<file path="config.mk">
export PLATFORM = sky130hd
export DESIGN_NAME = instruction_fetch
export DESIGN_NICKNAME = d
export VERILOG_FILES = /design/src/rtl/instruction_fetch.sv
export SDC_FILE = /design/constraint.sdc
export NUM_CORES = 1
export LEC_CHECK = 0
export ABC_AREA = 1
export CORE_ASPECT_RATIO = 0.7
export CORE_MARGIN = 1
export CORE_UTILIZATION = 54
export CTS_BUF_LIST = sky130_fd_sc_hd__clkbuf_4
export CTS_CLUSTER_DIAMETER = 150
export CTS_CLUSTER_SIZE = 14
export DETAILED_ROUTE_END_ITERATION = 8
export PLACE_DENSITY = 0.85
export SYNTH_ARGS = -nofsm -noshare
export SYNTH_HDL_FRONTEND = slang
export SYNTH_SLANG_ARGS = --single-unit
</file>
<file path="constraint.sdc">
create_clock -name clk -period 1.6 [get_ports clk]
set_input_delay 0.4 -clock clk [delete_from_list [all_inputs] [get_ports clk]]
set_output_delay 0.4 -clock clk [all_outputs]
set_load 0.02 [all_outputs]
</file>
<file path="src/rtl/instruction_fetch.sv">
// Instruction fetch stage: PC register, single-outstanding instruction memory port and IF/ID output register.
// Stalls park a completed read in a hold buffer; redirects under a pending read drain the stale response first.
module instruction_fetch #(
  parameter logic [15:0] RESET_PC  = 16'h0000,
  parameter logic [15:0] NOP_INSTR = 16'h0000
) (
  input  logic        clk,
  input  logic        rst,
  input  logic        stall,
  input  logic        branch_taken,
  input  logic [15:0] branch_target,
  output logic        imem_req,
  output logic [15:0] imem_addr,
  input  logic [15:0] imem_rdata,
  input  logic        imem_ready,
  output logic [15:0] PC_plus_two,
  output logic [15:0] instruction,
  output logic        if_valid
);

  typedef enum logic [1:0] {
    S_REQ   = 2'd0,
    S_HOLD  = 2'd1,
    S_DRAIN = 2'd2
  } state_t;

  state_t      state;
  logic [15:0] pc;
  logic [15:0] pc_next2;
  logic [15:0] hold_instr;
  logic [15:0] hold_pc2;
  logic [15:0] stale_addr;

  assign pc_next2 = pc + 16'd2;

  // While draining, the address must stay on the read the memory is still finishing.
  assign imem_req  = !rst && (state != S_HOLD);
  assign imem_addr = (state == S_DRAIN) ? stale_addr : pc;

  always_ff @(posedge clk) begin
    if (rst) begin
      state       <= S_REQ;
      pc          <= RESET_PC;
      instruction <= NOP_INSTR;
      PC_plus_two <= 16'h0000;
      if_valid    <= 1'b0;
      hold_instr  <= 16'h0000;
      hold_pc2    <= 16'h0000;
      stale_addr  <= 16'h0000;
    end else if (branch_taken) begin
      instruction <= NOP_INSTR;
      if_valid    <= 1'b0;
      pc          <= branch_target;
      hold_instr  <= 16'h0000;
      hold_pc2    <= 16'h0000;
      if (state == S_REQ && !imem_ready) begin
        state      <= S_DRAIN;
        stale_addr <= pc;
      end else if (state == S_DRAIN) begin
        state <= S_DRAIN;
      end else begin
        state <= S_REQ;
      end
    end else begin
      case (state)
        S_REQ: begin
          if (imem_ready) begin
            if (stall) begin
              hold_instr <= imem_rdata;
              hold_pc2   <= pc_next2;
              state      <= S_HOLD;
            end else begin
              instruction <= imem_rdata;
              PC_plus_two <= pc_next2;
              if_valid    <= 1'b1;
              pc          <= pc_next2;
            end
          end else if (!stall) begin
            instruction <= NOP_INSTR;
            if_valid    <= 1'b0;
          end
        end
        S_HOLD: begin
          if (!stall) begin
            instruction <= hold_instr;
            PC_plus_two <= hold_pc2;
            if_valid    <= 1'b1;
            pc          <= pc_next2;
            state       <= S_REQ;
          end
        end
        S_DRAIN: begin
          // pc already holds the redirect target; the stale word is simply dropped.
          if (imem_ready) state <= S_REQ;
        end
        default: state <= S_REQ;
      endcase
    end
  end

endmodule

</file>
Word-level counts from Yosys, hierarchy flattened
Cells that the tools add are included.

Bits of input ports: 37. Memories kept: 0. Word-level logic and storage cells: 62. Register bits: 99. Bits in latches: 0. Bits in read-only memories: 0. Output and inout bits: 50. Memory bits (writable): 0.

Shift operators: 0. Bitwise gates (word level): 1. Magnitude comparators: 0. Div/mod/pow operators: 0. $add $sub $neg: 1. Reductions and logical operators: 15. Muxes and demuxes: 26. $mul: 0. Equal/unequal tests: 11.

Operators with widths (count): $mux 16 (11); $pmux 16 s2 (3); $add 16x2->16 const B (1); $ne 3x3->1 const B (5); $mux 2 (7); $ne 2x2->1 const B (3); $pmux 2 s3 (1); $reduce_and 2->1 (3); $reduce_and 3->1 (2); $reduce_and 5->1 (1); $reduce_and 4->1 (1); $mux 1 (3); $reduce_bool 3->1 (1); $eq 2x1->1 const B (1); $eq 2x2->1 const B (1); $logic_and 1x1->1 (2); $logic_not 1->1 (2); $logic_not 2->1 (1); $ne 2x1->1 const B (1); $pmux 1 s2 (1); $reduce_bool 2->1 (1); $reduce_or 2->1 (1); $not 1->1 (1).

Depth between registers and ports, before layout
Gate-level depths: netlist of run 1.

Word-level depth: 5. Mapped depth: 9. Depth with buffers taken out: 9.

Worst setup path before layout of run 1
No wires, ideal clock.

Path type: flip-flop to output port. Start point: register state[1]. End point: output port imem_addr[10]. Required time: 1200 ps. Stages on the path, launching flop included: 5. Data arrival time: 1228 ps. Path slack: -28 ps. Buffers on the path: 2. Cells stage by stage: dfxtp_1 nand2_1 buf_4 buf_2 a21oi_1.

Word-level cells in the longest chain between the ends: 2.

RTL lines: start, declared (RTL line 27) `state_t state;`; start signal, assigned (RTL line 42) `state <= S_REQ;`; start signal, assigned (RTL line 57) `state <= S_DRAIN;`; start signal, assigned (RTL line 60) `state <= S_DRAIN;`; $eq 2x2->1 (RTL line 38) `assign imem_addr = (state == S_DRAIN) ? stale_addr : pc;`; $mux 16 (RTL line 38); end, declared (RTL line 13) `output logic [15:0] imem_addr,`.

No other way between the ends.

Worst setup path after layout of run 1
Start point: register state[0]. End point: output port imem_addr[3].

Same word-level chain as after synthesis.

==> results of run 1 <==
worst register-to-register path: stages, from the launching register on:
cell and delay [ns]:
dfxtp_2 0.35, buf_4 0.17, o21ai_4 0.29, nand2_4 0.21, o21ai_0 0.21, inv_1 0.09
a21oi_1 0.24
stage by stage:
stage | utilization [%] | TNS (ns) | cell area [um^2]
5_1_grt | 80.06 | -6.376 | 6410
3_3_place_gp | 73.39 | -18.75 | 5876
4_1_cts | 78.20 | -5.160 | 6261
6_report | 80.06 | -5.110 | 6410
2_1_floorplan | - | -0.2809 | 4529
3_5_place_dp | 73.39 | -23.39 | 5876
Yosys cell counts (4+ instances only):
master      n  area [um^2]
a21oi_1   110        550.5
a21oi_2     5        43.79
buf_2      15        75.07
buf_4      11        82.58
buf_6       4        45.04
clkbuf_1    9        33.78
dfxtp_1    99         1982
inv_1      41        153.9
inv_2       6        22.52
nand2_1   109        409.1
nand3_1     9        45.04
nand3_2     4        40.04
nand4_1     4        25.02
nor2_1     70        262.8
o21ai_0    69        345.3
o21ai_1     9        45.04
o21ai_2     8        70.07
xor2_1      7        61.31
power by group through the flow:
stage,registers [uW],logic (uW),clock network [uW]
5_1_grt,2670,1280,1570
2_1_floorplan,2730,510,0
6_report,2660,1200,1460
3_5_place_dp,2690,1060,0
3_3_place_gp,2690,1030,0
4_1_cts,2650,1130,1480
logic make-up (layout without fill, tap and decap cells):
family	after synthesis	after routing
buffers and inverters	86	222
muxes	2	2
and+or+nand+nor	207	207
DFF	99	99
xor gates and xnor gates	7	7
adders and majority gates	1	1
AOI/OAI and AO/OA	212	212
registers in the layout (all words and copies together), names as in the netlist:
| name | flops |
|---|---|
| if_valid | 1 |
| PC_plus_two | 16 |
| instruction | 16 |
| stale_addr | 16 |
| hold_pc2 | 16 |
| pc | 16 |
| hold_instr | 16 |
| state | 2 |
final cells by class:
type	instances	area (um^2)
Timing Repair Buffer	160	1567
Clock inverter	3	63.81
Clock buffer	12	90.09
Sequential cell	99	1988
Fill cell	486	1597
Multi-Input combinational cell	429	2394
Tap cell	101	126.4
Inverter	47	181.4
timing repair:
action,CTS,global route
pin swaps,11,3
setup buffers,6,0
gates cloned,2,0
resized for setup,174,52
endpoints found under the setup margin,52,58
layer usage:
| metal | global-route usage (%) | vias to the layer above | wire, um |
|---|---|---|---|
| met5 | 0 | - | 0 |
| li1 | - | 2301 | - |
| met3 | 6.950 | 31 | 1410 |
| met2 | 52.25 | 287 | 6665 |
| met4 | 10.14 | 0 | 261 |
| met1 | 46.51 | 2295 | 6208 |
worst min-delay path by stage:
stage,startpoint,to,depth (start not counted)
detailed placement,hold_pc2[2],hold_pc2[2],2
CTS,hold_pc2[2],hold_pc2[2],2
global placement,hold_pc2[2],hold_pc2[2],2
global route,if_valid,if_valid,2
floorplan,hold_pc2[1],hold_pc2[1],2
finish,hold_pc2[2],hold_pc2[2],2
==> run metrics, run 1 <==
chip height between 70 and 80 um; Core Rows 27; H-Tree Depth 3; Horiz. Die Dim approximately 110 um; Crit Path Max Fanout 7; core area about 8000 um^2; sw power ~1500 uW; Slew Limit Fails 0; Pwr Total about 5300 uW; Worst-path clk slew roughly 0.15 ns; Worst Hold Slack between 0.4 and 0.5 ns; startpoint class of the critical path register; reg-to-reg startpoint state[0]; num ports 87; final hold vios 0; Fmax approximately 520 MHz; number of synthesized register bits just under 100; Detailed Place HPWL roughly 9500 um; number of max-cap violations 0; CTS tree yes; nets@finish between 700 and 800; Ant. Diodes 0; main combinational cell family by area after synthesis compound AO/OA/AOI/OAI gates; WL final roughly 15000 um; delay-heaviest family, CP flip-flops; layout cells sized above 1 24.53%; first-pass GRT wire length between 20000 and 25000 um; commonest non-fill, non-tap cells in the layout 108 x nand2_1, 96 x dfxtp_1, 96 x a21oi_1; Worst Max-Slew Pin Slew between 0.3 and 0.4 ns; CTS Hold Bufs 0; area delta synth->final 41.52%; CP Capture Point imem_addr[3]; RSZ-0062 raised after global routing yes; vias in the first global route around 4600; largest net degree at the start of global routing 48; adder-cell share of the synthesized area less than 1%; RD Place Congestion a little over 0.9; mean post-synth cell area ~7.4 um^2; WL/cell 17.09 um; Synth Flop Type dfxtp_1; CP Capture Type primary output; Yosys warnings 0; Post-synth ARST share 0%; status finished, violations left; Root Driver clkbuf_4; vias after detailed routing between 4000 and 5000; combinational power share 22.6%; sequential fraction of the synthesis area 43.76%; mux contribution to synthesized area less than 1%; Worst Path Arrival around 1.5 ns; worst r2r dst pc[15]; reg2reg path depth 6; DIE AREA ~8800 um^2; initial antenna violation count 0; final setup vio count 18; final worst setup slack -0.3324 ns; first drt pass iteration count 9; crit path cell chain inv_2 -> nand2_4 -> buf_12 -> mux2_4 -> buf_6; pre-CTS WS -0.3824 ns; Required @ worst endpoint approximately 1.2 ns; worst rel slew slack roughly three quarters; sequential group share of total power 50.0%; Critical Path Source state[0]; P_int roughly 3800 uW; clock network power share between 20 and 30%; CP max stage delay roughly 0.35 ns; Worst Hold Class reg2reg; Unique masters post-synth 33; maximum vdd ir drop 0.5219 mV; failing checks DRC, setup timing; Initial Util 56.57%; synthesized instance count between 600 and 700; Synth Area in Simple Gates about 20%; Synth Area in Compound Gates roughly a quarter; Starting DRT DRC Count between 500 and 600; fin cells ~850; r2r setup slk -0.05 ns; DR vias/cell just under 6; commonest non-fill, non-tap cell in the layout nand2_1; minimum clock period between 1.5 and 2 ns; switch share around 29%; later-pin clock latency in the skew report between 0.4 and 0.5 ns; Placed Cells 828; Synth Net Count 652; mapped cell area 4529 um^2; WP depth 5; Num CTS Buffers 9; DRT antenna net count 0; power per cell area 830.4 nW/um^2; # DRC 3; period utilization 120.8%; Leakage roughly 0.0027 uW; Post-synth EDFFs 0; GRT Total Usage around a third; buffer depth of the longest clock path 2; Worst Path Class, Setup reg2out; Clock Sinks 99; Buf/Inv on CP 3; Final Skew roughly 0.023 ns; Port Buf Inserts 86; Slowest-stage cell, CP dfxtp_2; post-synthesis xor/xnor area fraction between 1 and 1.5%; gr ovfl total 0
(Power assumes the default switching activity.)
==> inputs of run 2 (changes only) <==
--- a/config.mk
+++ b/config.mk
@@ -8,12 +8,12 @@
 export ABC_AREA = 1
 export CORE_ASPECT_RATIO = 0.7
 export CORE_MARGIN = 1
-export CORE_UTILIZATION = 54
+export CORE_UTILIZATION = 57
 export CTS_BUF_LIST = sky130_fd_sc_hd__clkbuf_4
 export CTS_CLUSTER_DIAMETER = 150
 export CTS_CLUSTER_SIZE = 14
 export DETAILED_ROUTE_END_ITERATION = 8
-export PLACE_DENSITY = 0.85
+export PLACE_DENSITY = 0.89
 export SYNTH_ARGS = -nofsm -noshare
 export SYNTH_HDL_FRONTEND = slang
 export SYNTH_SLANG_ARGS = --single-unit
==> constraint.sdc (replaced) <==
create_clock -name clk -period 2.3 [get_ports clk]
set_input_delay 0.575 -clock clk [delete_from_list [all_inputs] [get_ports clk]]
set_output_delay 0.575 -clock clk [all_outputs]
set_load 0.02 [all_outputs]
==> run 2 against run 1 <==
The run now ends clean. Global-route usage shrank 1.6 points. Core utilization shrank 4.6 points. Register-to-register slack gained 0.70 ns. Cell area shrank 12%.
==> run metrics, run 2 (synthesis gave the netlist of run 1 again) <==
status complete, no violations; # DRC 0 (-3); final non-filler cell area 5647 um^2 (-12%); startpoint class of the critical path register; Horiz. Die Dim 108.5 um (-2.6%); Fmax between 400 and 500 MHz; period utilization 96.43%; Worst Hold Class reg2reg; minimum clock period about 2.2 ns; Final Skew 0.01539 ns (-0.007137 ns); first drt pass iteration count 5 (-4); Num CTS Buffers 9 (unchanged); buffer depth of the longest clock path 2 (unchanged); worst rel slew slack 69.20% (-5.2 points); Worst Path Arrival 1.64 ns (+0.11 ns); WL/cell 15.77 um (-7.7%); gr ovfl total 0 (unchanged); nets@finish 739 (-5.7%); Hold Startpoint instruction[4]; postcts setup bufs 0 (-6); CP max stage delay 0.37 ns (+0.02 ns); layout cells sized above 1 13.62% (-11 points); commonest non-fill, non-tap cell in the layout a21oi_1; DP Area 5519 um^2 (-6.1%); number of max-cap violations 0 (unchanged); final worst setup slack 0.08217 ns (+0.4145 ns); fin cells 803 (-5.6%); reg-to-reg startpoint pc[2]; initial antenna violation count 0 (unchanged); Port Buf Inserts 86 (unchanged); final setup vio count 0 (-18); GRT met2 Usage 48.54% (-3.7 points); Worst Max-Slew Pin Slew 0.4620 ns (+0.08698 ns); vias in the first global route 4370 (-5.1%); WL final 12660 um (-13%); first-pass GRT wire length 20670 um (-11%); Detailed Place HPWL 9085 um (-4.4%); CTS tree yes; H-Tree Depth 3 (unchanged); DRT antenna net count 0 (unchanged); crit path cell chain inv_1 -> nand2_2 -> mux2_2 -> clkdlybuf4s15_1; reg2reg path depth 8 (+2); core area 7482 um^2 (-6.5%); CTS Hold Bufs 0 (unchanged); area delta synth->final 24.67%; global route hottest layer met2; Leakage 0.002252 uW (-15%); later-pin clock latency in the skew report 0.45 ns (about the same); Ant. Diodes 0 (unchanged); Clock Sinks 99 (unchanged); vias after detailed routing 4601 (-6.4%); num ports 87 (unchanged); r2r setup slk 0.65 ns (+0.70 ns); hold endpoint instruction[4]; Slew Limit Fails 0 (unchanged); power per cell area 620.8 nW/um^2 (-25%); FF+latch area 1982 um^2 (-0.31%); delay-heaviest family, CP multiplexers; Hold Path Cell Cnt 2 (unchanged); pre-CTS WS -0.1326 ns (+0.2498 ns); worst r2r dst PC_plus_two[9]; met3 Use GR 10.44% (+3.5 points); Required @ worst endpoint 1.73 ns (+0.53 ns); Slowest-stage cell, CP mux2_2; RD Place Congestion 0.9147 (-1.0%); Buf/Inv on CP 2 (-1); Starting DRT DRC Count 338 (-39%); Crit Path Max Fanout 4 (-3); GR Layer Usage met1 42.65% (-3.9 points); Root Driver clkbuf_4; maximum vdd ir drop 0.5058 mV (-3.1%); Worst Path Class, Setup reg2out; final hold vios 0 (unchanged); filler cell count 577 (+19%); GRT Total Usage 31.87% (-1.6 points); area used by multi-input combinational logic 2137 um^2 (-11%); largest net degree at the start of global routing 48 (unchanged); chip height 76.58 um (-2.6%); commonest non-fill, non-tap cells in the layout 110 x a21oi_1, 108 x nand2_1, 99 x dfxtp_1; Worst-path clk slew 0.14 ns (about the same); Core Rows 26 (-3.7%); Placed Cells 788 (-4.8%); Initial Util 60.54% (+4.0 points); DIE AREA 8312 um^2 (-5.2%); DR vias/cell 5.730 (-0.77%); CP Capture Type primary output
-- run 2: cell count changes in the layout (fill, tap and decap cells not counted), moves of 12 or more --
cell | previous run | this run
clkdlybuf4s15_1 | 20 | 4
nor2_4 | 15 | 3
a21oi_1 | 96 | 110
buf_6 | 15 | 2
nor2_1 | 55 | 70
buf_4 | 64 | 25
clkdlybuf4s50_1 | 36 | 69
-- run 2: how the worst max path moves through the flow --
| stage | startpoint | to | slack, ns | depth (start not counted) |
|---|---|---|---|---|
| final | state[0] | imem_addr[3] | 0.08 | 4 |
| after detailed placement | rst | imem_req | -0.13 | 4 |
| after global routing | state[0] | imem_addr[4] | -0.02 | 6 |
| after floorplan | rst | imem_req | 0.41 | 3 |
| after CTS | state[0] | imem_addr[5] | -0.03 | 6 |
| after global placement | rst | imem_req | -0.11 | 4 |
-- run 2: through the flow --
stage	setup TNS, ns	util [%]	hold WS [ns]	total power [uW]
6_report	0	75.47	0.4734	3505
5_1_grt	-0.03188	75.47	0.4950	3645
4_1_cts	-0.03457	75.95	0.4746	3509
3_5_place_dp	-0.1326	73.76	0.4554	2537
3_3_place_gp	-0.1140	73.76	0.4324	2512
2_1_floorplan	0	-	0.4231	2253
-- run 2: what timing repair did --
action | 4_1_cts | 5_1_grt
gates resized for setup | 39 | 15
hold endpoints to repair | 0 | 0
setup endpoints to repair | 17 | 17
-- run 2: power breakdown --
part,switching (uW),internal [uW]
registers,50.7,1790
clock network,567,439
logic,390,264
total,1010,2500
-- run 2: final cells by class --
cell class / instances / share of cell area [%]
clock buffer: 9 / 1.197
timing repair buffer: 115 / 18.97
tap: 98 / 2.172
sequential: 99 / 35.10
clock inverter: 6 / 1.595
inverter: 47 / 3.124
multi-input combinational: 429 / 37.85
-- run 2: layer usage --
metal / vias up / share of wire, %
met5: - / 0
met4: 0 / 2.0
met3: 27 / 10
met2: 246 / 46
met1: 2126 / 43
li1: 2202 / -
-- run 2: tightest hold or removal path, stage by stage (launching register included) --
cell and delay [ns]:
dfxtp_1 0.34, nand2_1 0.06, a21oi_1 0.05
==> inputs of run 3 (changes only) <==
--- a/config.mk
+++ b/config.mk
@@ -6,11 +6,10 @@
 export NUM_CORES = 1
 export LEC_CHECK = 0
 export ABC_AREA = 1
-export CORE_ASPECT_RATIO = 0.7
+export CORE_ASPECT_RATIO = 1.2
 export CORE_MARGIN = 1
 export CORE_UTILIZATION = 57
 export CTS_BUF_LIST = sky130_fd_sc_hd__clkbuf_4
-export CTS_CLUSTER_DIAMETER = 150
 export CTS_CLUSTER_SIZE = 14
 export DETAILED_ROUTE_END_ITERATION = 8
 export PLACE_DENSITY = 0.89
==> run 3 against run 2 <==
First-iteration DRC count decreased by 33%. Sequential share of layout area rose by 0.92 points. Clock skew grew 0.0031 ns. Via count down 4.8%. Core utilization decreased by 4.0 points. Final cell count is 2.1% lower. Clock-buffer cell count rose by 1. Total power is 7.6% lower. Global-route usage shrank 4.2 points. Setup slack improved by 0.015 ns. Largest power group unchanged.
==> run metrics, run 3 (synthesis gave the netlist of run 1 again) <==
Slowest-stage cell, CP dfxtp_2; largest net degree at the start of global routing 48 (unchanged); vias after detailed routing 4382 (-4.8%); postcts setup bufs 0 (unchanged); DR vias/cell 5.575 (-2.7%); reg-to-reg startpoint pc[2]; final hold vios 0 (unchanged); Required @ worst endpoint 1.73 ns (about the same); initial antenna violation count 0 (unchanged); Core Rows 35 (+35%); later-pin clock latency in the skew report 0.46 ns (about the same); CP max stage delay 0.36 ns (about the same); Port Buf Inserts 86 (unchanged); commonest non-fill, non-tap cell in the layout a21oi_1; number of max-cap violations 0 (unchanged); vias in the first global route 4252 (-2.7%); RSZ-0062 raised after global routing no; Leakage 0.002184 uW (-3.1%); Worst Max-Slew Pin Slew 0.4461 ns (-0.01583 ns); Detailed Place HPWL 7801 um (-14%); Crit Path Max Fanout 30 (+26); buffer depth of the longest clock path 2 (unchanged); DRT antenna net count 0 (unchanged); CTS tree yes; # DRC 0 (unchanged); Pwr Total 3238 uW (-7.6%); Hold Startpoint hold_pc2[1]; Clock Sinks 99 (unchanged); Critical Path Source state[0]; Worst Path Class, Setup reg2out; Buf/Inv on CP 3 (+1); area delta synth->final 21.55%; Horiz. Die Dim 83.38 um (-23%); maximum vdd ir drop 0.4383 mV (-13%); Root Driver clkbuf_4; gr ovfl total 0 (unchanged); startpoint class of the critical path register; WL final 11010 um (-13%); first drt pass iteration count 5 (unchanged); Worst Hold Class reg2reg; final setup vio count 0 (unchanged); Worst Path Arrival 1.63 ns (about the same); chip height 99.65 um (+30%); layout cells sized above 1 12.39% (-1.2 points); area used by multi-input combinational logic 2137 um^2 (unchanged); power per cell area 588.1 nW/um^2 (-5.3%); core area 7707 um^2 (+3.0%); num ports 87 (unchanged); delay-heaviest family, CP buffers and inverters; filler cell count 610 (+5.7%); H-Tree Depth 3 (unchanged); Final Skew 0.01849 ns (+0.003102 ns); Num CTS Buffers 9 (unchanged); worst rel slew slack 70.26% (+1.1 points); Ant. Diodes 0 (unchanged); r2r setup slk 0.67 ns (+0.02 ns); Post-Route Utilization 71.43% (-4.0 points); nets@finish 728 (-1.5%); FF+latch area 1983 um^2 (about the same); Initial Util 58.77% (-1.8 points); minimum clock period 2.203 ns (-0.01503 ns); crit path cell chain inv_1 -> nand2_2 -> buf_12 -> mux2_2 -> buf_2; RD Place Congestion 0.8512 (-6.9%); GRT Total Usage 27.68% (-4.2 points); Slew Limit Fails 0 (unchanged); Worst-path clk slew 0.14 ns (about the same); Worst Hold Slack 0.4648 ns (-0.008617 ns); period utilization 95.77% (-0.65 points); status complete, no violations; WL/cell 14.01 um (-11%); CP Capture Type primary output; DIE AREA 8308 um^2 (about the same); commonest non-fill, non-tap cells in the layout 110 x a21oi_1, 108 x nand2_1, 98 x dfxtp_1; first-pass GRT wire length 18730 um (-9.4%); Fmax 454.0 MHz (+0.68%); Starting DRT DRC Count 225 (-33%)
run 3: per-layer routing:
metal  vias up  part of all wire (%)  wire length [um]  track usage (%)
li1       2183                     -                 -                -
met1      2035                    42              4635            32.32
met2       142                    50              5513            48.49
met3        22                   5.6               617            5.892
met4         0                   2.2               242            13.00
met5         -                     0                 0                0
run 3: area by class of cell:
| cell class | count | share of cell area, % |
|---|---|---|
| timing repair buffer | 104 | 17.93 |
| clock buffer | 10 | 1.364 |
| multi-input combinational | 429 | 38.82 |
| clock inverter | 5 | 0.5682 |
| inverter | 47 | 3.205 |
| tap | 92 | 2.091 |
| sequential | 99 | 36.02 |
run 3: per-stage QoR:
| stage | instances | setup slack, ns | cell area, um^2 | setup TNS (ns) |
|---|---|---|---|---|
| after floorplan | 614 | 0.4119 | 4529 | 0 |
| after global routing | 786 | 0.01624 | 5505 | 0 |
| after global placement | 771 | -0.1323 | 5466 | -0.1323 |
| after CTS | 786 | 0.03090 | 5545 | 0 |
| final | 786 | 0.09720 | 5505 | 0 |
| after detailed placement | 771 | -0.1328 | 5466 | -0.1328 |
run 3: report_power, final:
part	internal [uW]	total, uW	switching [uW]
sequential	1790	1840	48.2
clock	223	783	560
combinational	250	613	363
total	2270	3240	971
run 3: what timing repair did:
| action | in CTS | in global routing |
|---|---|---|
| resized for setup | 24 | 27 |
| endpoints found under the setup margin | 17 | 15 |
| hold buffers | 0 | 0 |
run 3: worst reg2reg max path, cell delays in order (launching register included):
cell and delay (ns):
dfxtp_1 0.44, ha_1 0.25, nand2_1 0.08, nor2_2 0.17, nand2_2 0.12, xor2_1 0.28, nand2_1 0.10, a21oi_1 0.13
run 3: worst paths after layout:
kind,end,cells past startpoint
max,imem_addr[2],5
min,hold_pc2[1],2
max reg2reg,PC_plus_two[9],7
min reg2reg,hold_pc2[1],2
